**src/rtl/maze_pkg.sv**
```systemverilog
// Shared types and digit limits for the maze game MM:SS elapsed-time counter.
package maze_pkg;

  typedef enum logic [1:0] {
    IDLE = 2'd0,
    RUN  = 2'd1,
    HOLD = 2'd2,
    FULL = 2'd3
  } state_t;

  localparam int DIGIT_W = 4;

  localparam logic [DIGIT_W-1:0] SEC_ONES_MAX = 4'd9;
  localparam logic [DIGIT_W-1:0] SEC_TENS_MAX = 4'd5;
  localparam logic [DIGIT_W-1:0] MIN_ONES_MAX = 4'd9;
  localparam logic [DIGIT_W-1:0] MIN_TENS_MAX = 4'd5;

endpackage

```
**src/rtl/bcd_digit.sv**
```systemverilog
// One registered BCD digit counting 0..MAX; carry_out asserts when an increment wraps it.
module bcd_digit
  import maze_pkg::*;
#(
  parameter logic [DIGIT_W-1:0] MAX = 4'd9
) (
  input  logic               clock,
  input  logic               reset_n,
  input  logic               inc,
  input  logic               clear,
  output logic [DIGIT_W-1:0] value,
  output logic               carry_out
);

  always_ff @(posedge clock) begin
    if (!reset_n || clear) begin
      value <= '0;
    end else if (inc) begin
      value <= (value == MAX) ? '0 : value + DIGIT_W'(1);
    end
  end

  assign carry_out = inc && (value == MAX);

endmodule

```
**src/rtl/maze_timer.sv**
```systemverilog
// MM:SS elapsed-time counter with start/stop/clear control and a seconds prescaler.
// Define MAZE_TIMER_SATURATE_EN to stop at 59:59 (FULL state) instead of wrapping to 00:00.
module maze_timer
  import maze_pkg::*;
#(
  parameter int CLOCK_FREQ = 50_000_000,
  parameter int TICK_HZ    = 1
) (
  input  logic               clock,
  input  logic               reset_n,
  input  logic               start,
  input  logic               stop,
  input  logic               clear,
  output logic [DIGIT_W-1:0] sec_ones,
  output logic [DIGIT_W-1:0] sec_tens,
  output logic [DIGIT_W-1:0] min_ones,
  output logic [DIGIT_W-1:0] min_tens,
  output logic               running,
  output logic               at_max,
  output logic               tick
);

  localparam int DIV   = CLOCK_FREQ / TICK_HZ;
  localparam int PRE_W = $clog2(DIV);

  state_t             state, state_next;
  logic [PRE_W-1:0]   pre, pre_next;
  logic               inc_en;
  logic               clear_digits;
  logic               terminal;
  logic               count_full;
  logic               at_max_next;
  logic               c_sec_ones, c_sec_tens, c_min_ones, wrap;

  assign terminal   = (pre == PRE_W'(DIV - 1));
  assign count_full = (sec_ones == SEC_ONES_MAX) && (sec_tens == SEC_TENS_MAX) &&
                      (min_ones == MIN_ONES_MAX) && (min_tens == MIN_TENS_MAX);

  // NOTE: every output of this block gets a default first so no path can infer a latch.
  always_comb begin
    state_next   = state;
    pre_next     = pre;
    inc_en       = 1'b0;
    clear_digits = 1'b0;
    if (clear) begin
      state_next   = IDLE;
      pre_next     = '0;
      clear_digits = 1'b1;
    end else if (stop) begin
      // Stop also masks a simultaneous start, and freezes the prescaler even on terminal count.
      if (state == RUN) state_next = HOLD;
    end else begin
      unique case (state)
        IDLE: if (start) begin
          state_next = RUN;
          pre_next   = '0;
        end
        HOLD: if (start) state_next = RUN;
        RUN: begin
          if (terminal) begin
            pre_next = '0;
`ifdef MAZE_TIMER_SATURATE_EN
            if (count_full) state_next = FULL;
            else            inc_en     = 1'b1;
`else
            inc_en = 1'b1;
`endif
          end else begin
            pre_next = pre + PRE_W'(1);
          end
        end
        default: ;
      endcase
    end
  end

`ifdef MAZE_TIMER_SATURATE_EN
  logic unused_wrap;
  assign unused_wrap = wrap;
  assign at_max_next = (state_next == FULL);
`else
  assign at_max_next = wrap && count_full;
`endif

  // NOTE: reset is synchronous, so it is just the highest-priority branch inside the clocked block.
  // NOTE: sequential state uses non-blocking assignments so every register samples pre-edge values.
  always_ff @(posedge clock) begin
    if (!reset_n) begin
      state   <= IDLE;
      pre     <= '0;
      running <= 1'b0;
      at_max  <= 1'b0;
      tick    <= 1'b0;
    end else begin
      state   <= state_next;
      pre     <= pre_next;
      running <= (state_next == RUN);
      at_max  <= at_max_next;
      tick    <= inc_en;
    end
  end

  bcd_digit #(.MAX(SEC_ONES_MAX)) u_sec_ones (
    .clock(clock), .reset_n(reset_n), .inc(inc_en), .clear(clear_digits),
    .value(sec_ones), .carry_out(c_sec_ones)
  );

  bcd_digit #(.MAX(SEC_TENS_MAX)) u_sec_tens (
    .clock(clock), .reset_n(reset_n), .inc(c_sec_ones), .clear(clear_digits),
    .value(sec_tens), .carry_out(c_sec_tens)
  );

  bcd_digit #(.MAX(MIN_ONES_MAX)) u_min_ones (
    .clock(clock), .reset_n(reset_n), .inc(c_sec_tens), .clear(clear_digits),
    .value(min_ones), .carry_out(c_min_ones)
  );

  bcd_digit #(.MAX(MIN_TENS_MAX)) u_min_tens (
    .clock(clock), .reset_n(reset_n), .inc(c_min_ones), .clear(clear_digits),
    .value(min_tens), .carry_out(wrap)
  );

endmodule

```
**config.mk**
```make
export PLATFORM = sky130hd
export DESIGN_NAME = maze_timer
export DESIGN_NICKNAME = d
export VERILOG_FILES = /design/src/rtl/maze_pkg.sv /design/src/rtl/bcd_digit.sv /design/src/rtl/maze_timer.sv
export SDC_FILE = /design/constraint.sdc
export NUM_CORES = 1
export LEC_CHECK = 0
export ABC_AREA = 1
export BUFFER_PORTS_ARGS = -buffer_cell sky130_fd_sc_hd__buf_2
export CAP_MARGIN = 20
export CORE_ASPECT_RATIO = 1.2
export CORE_UTILIZATION = 64
export DETAILED_ROUTE_END_ITERATION = 10
export GPL_TIMING_DRIVEN = 0
export PLACE_DENSITY_LB_ADDON = 0.05
export REMOVE_ABC_BUFFERS = 1
export SKIP_LAST_GASP = 1
export SYNTH_ARGS = -nofsm -noshare
export SYNTH_HDL_FRONTEND = slang
export SYNTH_HIERARCHICAL = 1
export SYNTH_SLANG_ARGS = --single-unit
```
**constraint.sdc**
```tcl
create_clock -name clock -period 6.95 [get_ports clock]
set_input_delay 0.695 -clock clock [delete_from_list [all_inputs] [get_ports clock]]
set_output_delay 0.695 -clock clock [all_outputs]
set_load 0.01 [all_outputs]
```
* Word level (Yosys, flattened, before mapping) *
Cells that the tools add are included.

operators by class
  eq/ne operators = 9
  add/subtract/negate cells = 5
  mux-type cells = 17
  reduce and logical (&&, ||, !) cells = 15
  bitwise logic cells = 2

operator list
  cell                                                                   number
  26-bit two-way mux                                                     2
  26-bit one-hot mux with 2 select lines                                 1
  26-bit by 1-bit adder with 26-bit output, second input constant        1
  26-bit equality test, second input constant                            1
  4-bit by 1-bit adder with 4-bit output, second input constant          4
  4-bit two-way mux                                                      4
  2-bit two-way mux                                                      5
  4-bit by 3-bit equality test with 1-bit output, second input constant  2
  4-bit equality test, second input constant                             2
  1-bit logical AND                                                      8
  1-bit two-way mux                                                      5
  2-bit by 1-bit equality test with 1-bit output, second input constant  2
  2-bit OR reduction                                                     2
  3-bit AND reduction                                                    1
  2-bit equality test, second input constant                             1
  2-bit logical NOT                                                      1
  2-bit inequality test, second input constant                           1
  1-bit inverter                                                         2
  2-bit nonzero test                                                     1
  1-bit logical NOT                                                      1
  1-bit logical OR                                                       1

word-level totals
  input bits = 5
  word-level logic and storage cells = 57
  bits in registers = 47

* Depth between registers and ports, before layout *
Gate-level depths: netlist (run 1).

  depth after elaboration = 10
  depth in mapped cells = 23
  mapped depth without buffers = 23

* Modules after synthesis *
The synthesis (run 1) kept the hierarchy.

by module, submodules not included
  module                       area an instance (sq um)  cells each  times used
  maze_timer                   1,849.3                   278         1
  bcd_digit at u_min_ones ...  192.7                     29          2
  bcd_digit at u_min_tens ...  192.7                     27          2

* Worst setup path before layout (run 1) *
No wires, ideal clock.

  path kind = input port to flip-flop
  from = in stop
  to = reg at_max
  slack = 3.655 ns
  stages = 21
  data required time = 6.858 ns
  buffers on the path = 0
  arrival time = 3.203 ns
  library setup time = 0.092 ns
  cell sequence = inv_1 > nand2_1 > nor2_1 > inv_1 > nor3_1 > nand3_1 > nor2_1 > nand2_2 > nor2_2 > nand2_1 > inv_1 > nand3_1 > nor2_1 > nand2_2 > nor2_2 > nand2_1 > inv_1 > nand2_1 > nor3b_1 > nand3_1 > nor4_1

between the ends
  longest elaborated chain between the ends = 7

RTL lines
  what                  RTL line          text
  start, declared       maze_timer.sv:12  input logic stop,
  1-bit two-way mux     maze_timer.sv:49  end else if (stop) begin
  1-bit two-way mux     maze_timer.sv:45  if (clear) begin
  named net inc_en      maze_timer.sv:28  logic inc_en;
  1-bit logical AND     bcd_digit.sv:23   assign carry_out = inc && (value == MAX);
  named net c_sec_ones  maze_timer.sv:33  logic c_sec_ones, c_sec_tens, c_min_ones, wrap;
  1-bit logical AND     bcd_digit.sv:23
  named net c_sec_tens  maze_timer.sv:33
  1-bit logical AND     bcd_digit.sv:23
  named net c_min_ones  maze_timer.sv:33
  1-bit logical AND     bcd_digit.sv:23
  named net wrap        maze_timer.sv:33
  1-bit logical AND     maze_timer.sv:82  assign at_max_next = wrap && count_full;
  end signal, assigned  maze_timer.sv:98  at_max <= at_max_next;
  end, declared         maze_timer.sv:19  output logic at_max,

The timed path passes the listed nets, and every way through them passes these cells.
A chain may end at the register's enable or synchronous reset.

* Final worst setup path (run 1) *
  from = reg pre[0]
  to = reg at_max

between the ends
  longest elaborated chain between the ends = 10

RTL lines
  what                    RTL line          text
  start, declared         maze_timer.sv:27  logic [PRE_W-1:0] pre, pre_next;
  start signal, assigned  maze_timer.sv:96  pre <= pre_next;
  26-bit equality test    maze_timer.sv:35  assign terminal = (pre == PRE_W'(DIV - 1));
  1-bit two-way mux       maze_timer.sv:60  if (terminal) begin
  1-bit two-way mux       maze_timer.sv:53  unique case (state)
  1-bit two-way mux       maze_timer.sv:49
  1-bit two-way mux       maze_timer.sv:45
  named net inc_en        maze_timer.sv:28
  1-bit logical AND       bcd_digit.sv:23
  named net c_sec_ones    maze_timer.sv:33
  1-bit logical AND       bcd_digit.sv:23
  named net c_sec_tens    maze_timer.sv:33
  1-bit logical AND       bcd_digit.sv:23
  named net c_min_ones    maze_timer.sv:33
  1-bit logical AND       bcd_digit.sv:23
  named net wrap          maze_timer.sv:33
  1-bit logical AND       maze_timer.sv:82

The timed path passes the listed nets, and every way through them passes these cells.

==> qor.txt, run 1 <==
LEAKAGE: 1.090 nW
Worst r2r path cells: 23
Main flop type after synthesis: dfxtp_1
Core area: 3941 sq um
Routed via count: 2435
Worst R2R End: at_max
All-Layer GR Usage: 26.64%
Synth Area in Compound Gates: 5.874%
Sequential share of the synthesized area: 35.91%
Pwr Density: 157.0 nW/um^2
CTS resizes: 0
Adder-Cell Fraction of Synth Area: 0.4776%
Inst Count DP: 465
Unrepaired setup endpoints after global routing: no
Hold Path End: pre[0]
Pins Over Slew Limit: 0
Num CTS Buffers: 5
Syn Std Cell Area: 2620 sq um
VDD IR max: 0.1379 mV
Crit path max fanout: 5
Drt first pass iters: 4
DRT Wirelength: 5262 microns
Rows: 25
Simple-gate area share of the yosys netlist: 44.94%
Fillers: 347
CTS Sinks: 47
DR WL/cell: 11.12 microns
WP data arrival: 4.11 ns
Setup crit start kind: flop
Initial antenna violation count: 0
Setup WS post-layout: 3.057 ns
Final Net Count: 424
Drt first-iter violations: 150
EDFF count, synth: 0
Initial Util: 66.48%
Hold Path Depth: 2
Status: finished clean
Die height: 72.09 microns
CP Data Required Time: 7.16 ns
Worst-margin pin slew: 0.6380 ns
Area growth syn-to-layout: 9.265%
Post-synthesis mux area share: 0.3820%
Largest family of logic cells by synthesized area: simple AND/OR/NAND/NOR gates
Detail Route Antenna Nets: 0
TNS Setup: 0 ns
Commonest non-fill, non-tap cell in the layout: nand2_1
Max-cap violations: 0
Synth Register Bits: 47
Final worst path period share: 56.02%
FMAX: 256.8 MHz
H-tree depth: 2
Async set-reset flop share out of synthesis: 0%
Die span in x: 60.41 microns
Rel. slew slack: 57.14%
Pre-CTS setup slack: 2.892 ns
Largest net degree at the start of global routing: 19
Xor/xnor share of the synthesized area: 4.011%
WS Path Type: flop to flop
Worst-path clk slew: 0.09 ns
Global-route wire length before repair: 8694 microns
Worst Skew: 0.007683 ns
Final Hold Vio Count: 0
Final worst path period need: 3.893 ns
Non-filler cells, final: 473
Post-Syn Instances: 390
Total gr overflow: 0
Netlist cell types: 34
R2R Setup Slk: 3.06 ns
Vias in the first global route: 2101
DRC: 0
Clock latency on the worst-skew pair: 0.30 ns
Diodes inserted: 0
Syn_area_per_cell: 6.718 sq um
# setup viols final: 0
Share of cells above drive strength 1: 19.09%
Min Hold Slack: 0.4983 ns
Via/cell ratio: 5.148
Endpoint type of the worst setup path: flop
Clock root buffer: clkbuf_8
CTS max path bufs: 2
Multi-input logic area: 1459 sq um
Hold Crit Start: pre[0]
Critical Path Source: pre[0]
Port Buf Inserts: 23
HPWL Detailed: 4015 microns
Setup Buffers After CTS: 0
Worst reg2reg startpoint: pre[0]
DIE AREA: 4355 sq um
Hold crit path type: flop to flop
Commonest cells after routing, fill and taps aside: nand2_1, nor2_1, inv_1
GPL Wtd Cong: 0.9350
CTS tree: built
I/O pin cnt: 24
Hold buffers post-CTS: 0
Storage element area: 940.9 sq um
Ys Warns: 6
==> per-layer routing <==
layer	global-route usage (%)	part of all wire [%]	up-vias
met5	0	0	-
met4	12.66	3.3	0
li1	-	-	1280
met2	46.03	49	48
met1	30.03	44	1092
met3	6.239	3.7	15
==> worst max-delay path, stage by stage (launching register included) <==
cell	delay (ns)
dfxtp_1	0.37
ha_1	0.21
nand3_2	0.16
nor2_4	0.14
nand2_2	0.07
nor2_2	0.09
nand2_2	0.09
nor3_1	0.51
nand3_1	0.24
nor2_1	0.23
nand2_2	0.11
nor2_2	0.11
nand2_1	0.07
inv_1	0.14
nand3_1	0.14
nor2_1	0.21
nand2_2	0.11
nor2_2	0.11
nand2_1	0.08
inv_1	0.06
nand2_1	0.04
nor3b_1	0.19
nand3_1	0.14
nor4_1	0.18
==> metrics by stage <==
stage | cell area, sq um | power [mW] | util (%)
final | 2863 | 0.4494 | 72.63
after global routing | 2863 | 0.4652 | 72.63
after CTS | 2863 | 0.4559 | 72.63
after detailed placement | 2778 | 0.2957 | 70.48
after global placement | 2778 | 0.2953 | 70.48
after floorplan | 2595 | 0.2895 | -
==> layout make-up <==
type,instances,share of cell area [%]
multi-input combinational,289,50.96
sequential,47,32.87
inverter,52,6.818
timing repair buffer,23,4.021
clock buffer,6,2.535
tap,54,2.360
clock inverter,2,0.4371
==> power by group <==
group          internal (mW)  switching (mW)
Combinational        0.00498          0.0141
Sequential             0.270        0.000417
Clock                 0.0704          0.0899
Total                  0.345           0.104
==> sequential cells by signal (all words and copies together) (netlist names) <==
| register | cells |
|---|---|
| pre | 26 |
| u_min_ones/value | 4 |
| u_min_tens/value | 4 |
| u_sec_ones/value | 4 |
| u_sec_tens/value | 4 |
| state | 2 |
| at_max | 1 |
| running | 1 |
| tick | 1 |
==> how the worst max path moves through the flow <==
stage / depth (start not counted) / to / slack [ns]
global route: 23 / at_max / 2.56
detailed placement: 22 / at_max / 2.89
global placement: 22 / at_max / 2.93
CTS: 23 / at_max / 2.98
finish: 23 / at_max / 3.06
floorplan: 21 / at_max / 3.66
==> cell families after synthesis <==
kind of cell,Yosys count
AND/OR/NAND/NOR,247
multiplexers,1
buffers and inverters,54
XOR/XNOR,12
adder cells (fa/ha/maj),1
AO/OA/AOI/OAI,28
flip-flops,47
==> synth_stat cells (3+ instances only) <==
cell type,instances,area share (%)
a21oi_1,14,2.7
dfxtp_1,47,36
inv_1,49,7.0
inv_2,3,0.43
nand2_1,93,13
nand2_2,10,2.4
nand3_1,25,4.8
nand3b_1,5,1.4
nand4_1,6,1.4
nor2_1,58,8.3
nor2_2,25,6.0
nor2_4,3,1.3
nor3_1,8,1.5
nor4_1,4,0.95
o21ai_1,7,1.3
xor2_1,10,3.3
(Power assumes the default switching activity.)
==> run 2, diff against run 1 <==
ABC_AREA = 0   (was 1)
CORE_UTILIZATION = 58   (was 64)
clock period = 3.8 ns   (was 6.95 ns; I/O delays follow)
==> qor.txt, run 2 <==
Drt first pass iters: 4 (unchanged)
Fillers: 332 (-4.3%)
# setup viols final: 0 (unchanged)
Cell with the most instances after synthesis: dfxtp_1
Hold Path End: running
Power, Total: 0.8140 mW (+81%)
Detail Route Antenna Nets: 0 (unchanged)
Main flop type after synthesis: dfxtp_1
Synth Register Bits: 47 (unchanged)
Rel. slew slack: 47.80% (-9.3 points)
Clock latency on the worst-skew pair: 0.30 ns (about the same)
Critical Path Source: pre[9]
WS Path Type: flop to flop
Syn_area_per_cell: 8.548 sq um (+27%)
DR WL/cell: 14.10 microns (+27%)
Worst reg2reg startpoint: pre[9]
Multi-input logic area: 1516 sq um (+3.9%)
Cell taking the most area after synthesis: dfxtp_1
Worst path bufs/invs: 0 (-2)
DRC: 0 (unchanged)
Pins Over Slew Limit: 0 (unchanged)
Num CTS Buffers: 5 (unchanged)
Worst R2R End: at_max
Status: finished clean
Drt first-iter violations: 101 (-33%)
Final Instance Area: 2811 sq um (-1.8%)
Die height: 73.12 microns (+1.4%)
Unrepaired setup endpoints after global routing: no
Hold Path Depth: 3 (+1)
CP dominant cell by count: nand2_2
HPWL Detailed: 3535 microns (-12%)
Core area: 4004 sq um (+1.6%)
CTS tree: built
Worst-path clk slew: 0.09 ns (about the same)
Rows: 25 (unchanged)
H-tree depth: 2 (unchanged)
Largest net degree at the start of global routing: 15 (-4)
Worst-margin pin slew: 0.7766 ns (+0.1386 ns)
Vias in the first global route: 1938 (-7.8%)
Crit path max fanout: 7 (+2)
CP Data Required Time: 4.01 ns (-3.15 ns)
All-Layer GR Usage: 24.80% (-1.8 points)
Final worst path period need: 3.487 ns (-0.4065 ns)
Final Net Count: 321 (-24%)
Ys Warns: 6 (unchanged)
Final Hold Vio Count: 0 (unchanged)
WP data arrival: 3.69 ns (-0.42 ns)
Total gr overflow: 0 (unchanged)
DIE AREA: 4480 sq um (+2.9%)
LEAKAGE: 0.9516 nW (-13%)
Routed wl met3: 145 microns (-25%)
Initial Util: 61.06% (-5.4 points)
Pwr Density: 289.5 nW/um^2 (+84%)
Commonest non-fill, non-tap cell in the layout: dfxtp_1
Die span in x: 61.27 microns (+1.4%)
Storage element area: 945.9 sq um (+0.53%)
Post-synth top area share: 38.49% (+2.6 points)
Syn Std Cell Area: 2445 sq um (-6.7%)
FMAX: 286.8 MHz (+12%)
Metal2 WL: 2628 microns (+1.3%)
Slowest CP cell: or4b_4
VDD IR max: 0.1647 mV (+19%)
Share of cells above drive strength 1: 22.15% (+3.1 points)
Netlist cell types: 49 (+44%)
Hold Crit Start: start
Post-Syn Instances: 286 (-27%)
Initial antenna violation count: 0 (unchanged)
Port Buf Inserts: 23 (unchanged)
Clock root buffer: clkbuf_8
Worst Skew: 0.006309 ns (-0.001374 ns)
Min Hold Slack: 0.3753 ns (-0.1230 ns)
Largest stage delay, worst path: 0.56 ns (+0.05 ns)
Post-synth top cells: dfxtp_1, nor2_1, nand2_1
CTS Sinks: 47 (unchanged)
DRT Wirelength: 5217 microns (-0.86%)
Endpoint type of the worst setup path: flop
CTS max path bufs: 2 (unchanged)
Final worst path period share: 91.76% (+36 points)
EDFF count, synth: 0 (unchanged)
Global-route wire length before repair: 8383 microns (-3.6%)
GPL Wtd Cong: 0.8499 (-9.1%)
Top post-synthesis cells by area: dfxtp_1, nor2_1, xnor2_1
Number of flip-flops under the largest register name: 26 (unchanged)
Biggest register: pre
Commonest cells after routing, fill and taps aside: dfxtp_1, nor2_1, nand2_1
Worst r2r path cells: 14 (-39%)
I/O pin cnt: 24 (unchanged)
Delay-heaviest family, CP: simple AND/OR/NAND/NOR gates
Area growth syn-to-layout: 15.00%
R2R Setup Slk: 0.31 ns (-2.74 ns)
Via/cell ratio: 5.978 (+16%)
Critical path depth in cells: 14 (-39%)
Diodes inserted: 0 (unchanged)
Final core occ: 70.22% (-2.4 points)
Max-cap violations: 0 (unchanged)
Routed via count: 2212 (-9.2%)
Crit-path cells: or4b_4, nor3_4, nand3_2, nor4_4, nand2_2, nor4b_4, nand2_2, nor4b_4, nand2_2, nor4b_4, nand2_2, nor4b_2, nand4b_1, nor4_2
Met1 WL: 2361 microns (+2.6%)
DR top layer: met4
Sequential share of the synthesized area: 38.49% (+2.6 points)
Post-placement cell area: 2582 sq um (-7.0%)
Async set-reset flop share out of synthesis: 0% (unchanged)
Setup crit start kind: flop
Hold crit path type: primary input to flop
-- run 2: cell count changes after synthesis, moves of 10 or more --
| cell | delta |
|---|---|
| inv_1 | -42 |
| nor2_1 | -28 |
| nand2_1 | -67 |
| nand2b_1 | +12 |
| a31oi_1 | +12 |
| nor2_2 | -25 |
| xnor2_1 | +10 |
-- run 2: layer usage --
layer  global-route usage, %  vias to the layer above
met5                       0                        -
met4                   10.61                        0
met3                   3.546                       10
met2                   42.15                       47
met1                   30.47                     1052
li1                        -                     1103
-- run 2: what timing repair did --
action / CTS / global route
pin swaps: 7 / 5
hold buffers: 0 / 0
resized for setup: 16 / 5
endpoints found under the setup margin: 9 / 3
setup buffers: 6 / 0
-- run 2: logic make-up (layout without fill, tap and decap cells) --
group	Yosys count	in the layout	share of synthesized area, %
xor+xnor	17	17	6.090
simple gates	152	152	36.34
fa+ha+maj	1	1	0.5117
compound gates	54	54	15.20
buf+inv	15	45	3.377
flops	47	47	38.49
-- run 2: layout make-up --
cell class	count	share of cell area, %
flip-flops and latches	47	33.64
repair buffers	30	6.097
inverters	7	0.9346
well taps	54	2.403
clock buffers	5	2.448
multi-input cells	224	53.94
clock inverters	3	0.5340
-- run 2: through the flow --
step	TNS [ns]	std cells	setup slack, ns
floorplan	-3.527	278	-0.9116
global placement	-9.957	355	-1.806
detailed placement	-10.20	356	-1.889
CTS	0	370	0.001696
global route	0	370	0.08631
finish	0	370	0.3131
-- run 2: report_power, final --
| group | total, mW | switching (mW) | leakage (nW) | internal [mW] |
|---|---|---|---|---|
| Clock | 0.291 | 0.165 | 0.0477 | 0.126 |
| Sequential | 0.493 | 0.000662 | 0.381 | 0.493 |
| Combinational | 0.0297 | 0.0221 | 0.523 | 0.00760 |
| Total | 0.814 | 0.188 | 0.952 | 0.626 |
-- run 2: how the worst max path moves through the flow --
stage	slack (ns)	end
2_1_floorplan	-0.91	at_max
3_3_place_gp	-1.81	at_max
3_5_place_dp	-1.89	at_max
4_1_cts	0.002	at_max
5_1_grt	0.09	at_max
6_report	0.31	at_max
-- run 2: worst reg2reg max path, cell delays in order (launching register included) --
cell      delay, ns
dfxtp_2        0.37
or4b_4         0.56
nor3_4         0.20
nand3_2        0.14
nor4_4         0.19
nand2_2        0.13
nor4b_4        0.27
nand2_2        0.12
nor4b_4        0.30
nand2_2        0.14
nor4b_4        0.28
nand2_2        0.12
nor4b_2        0.26
nand4b_1       0.16
nor4_2         0.17
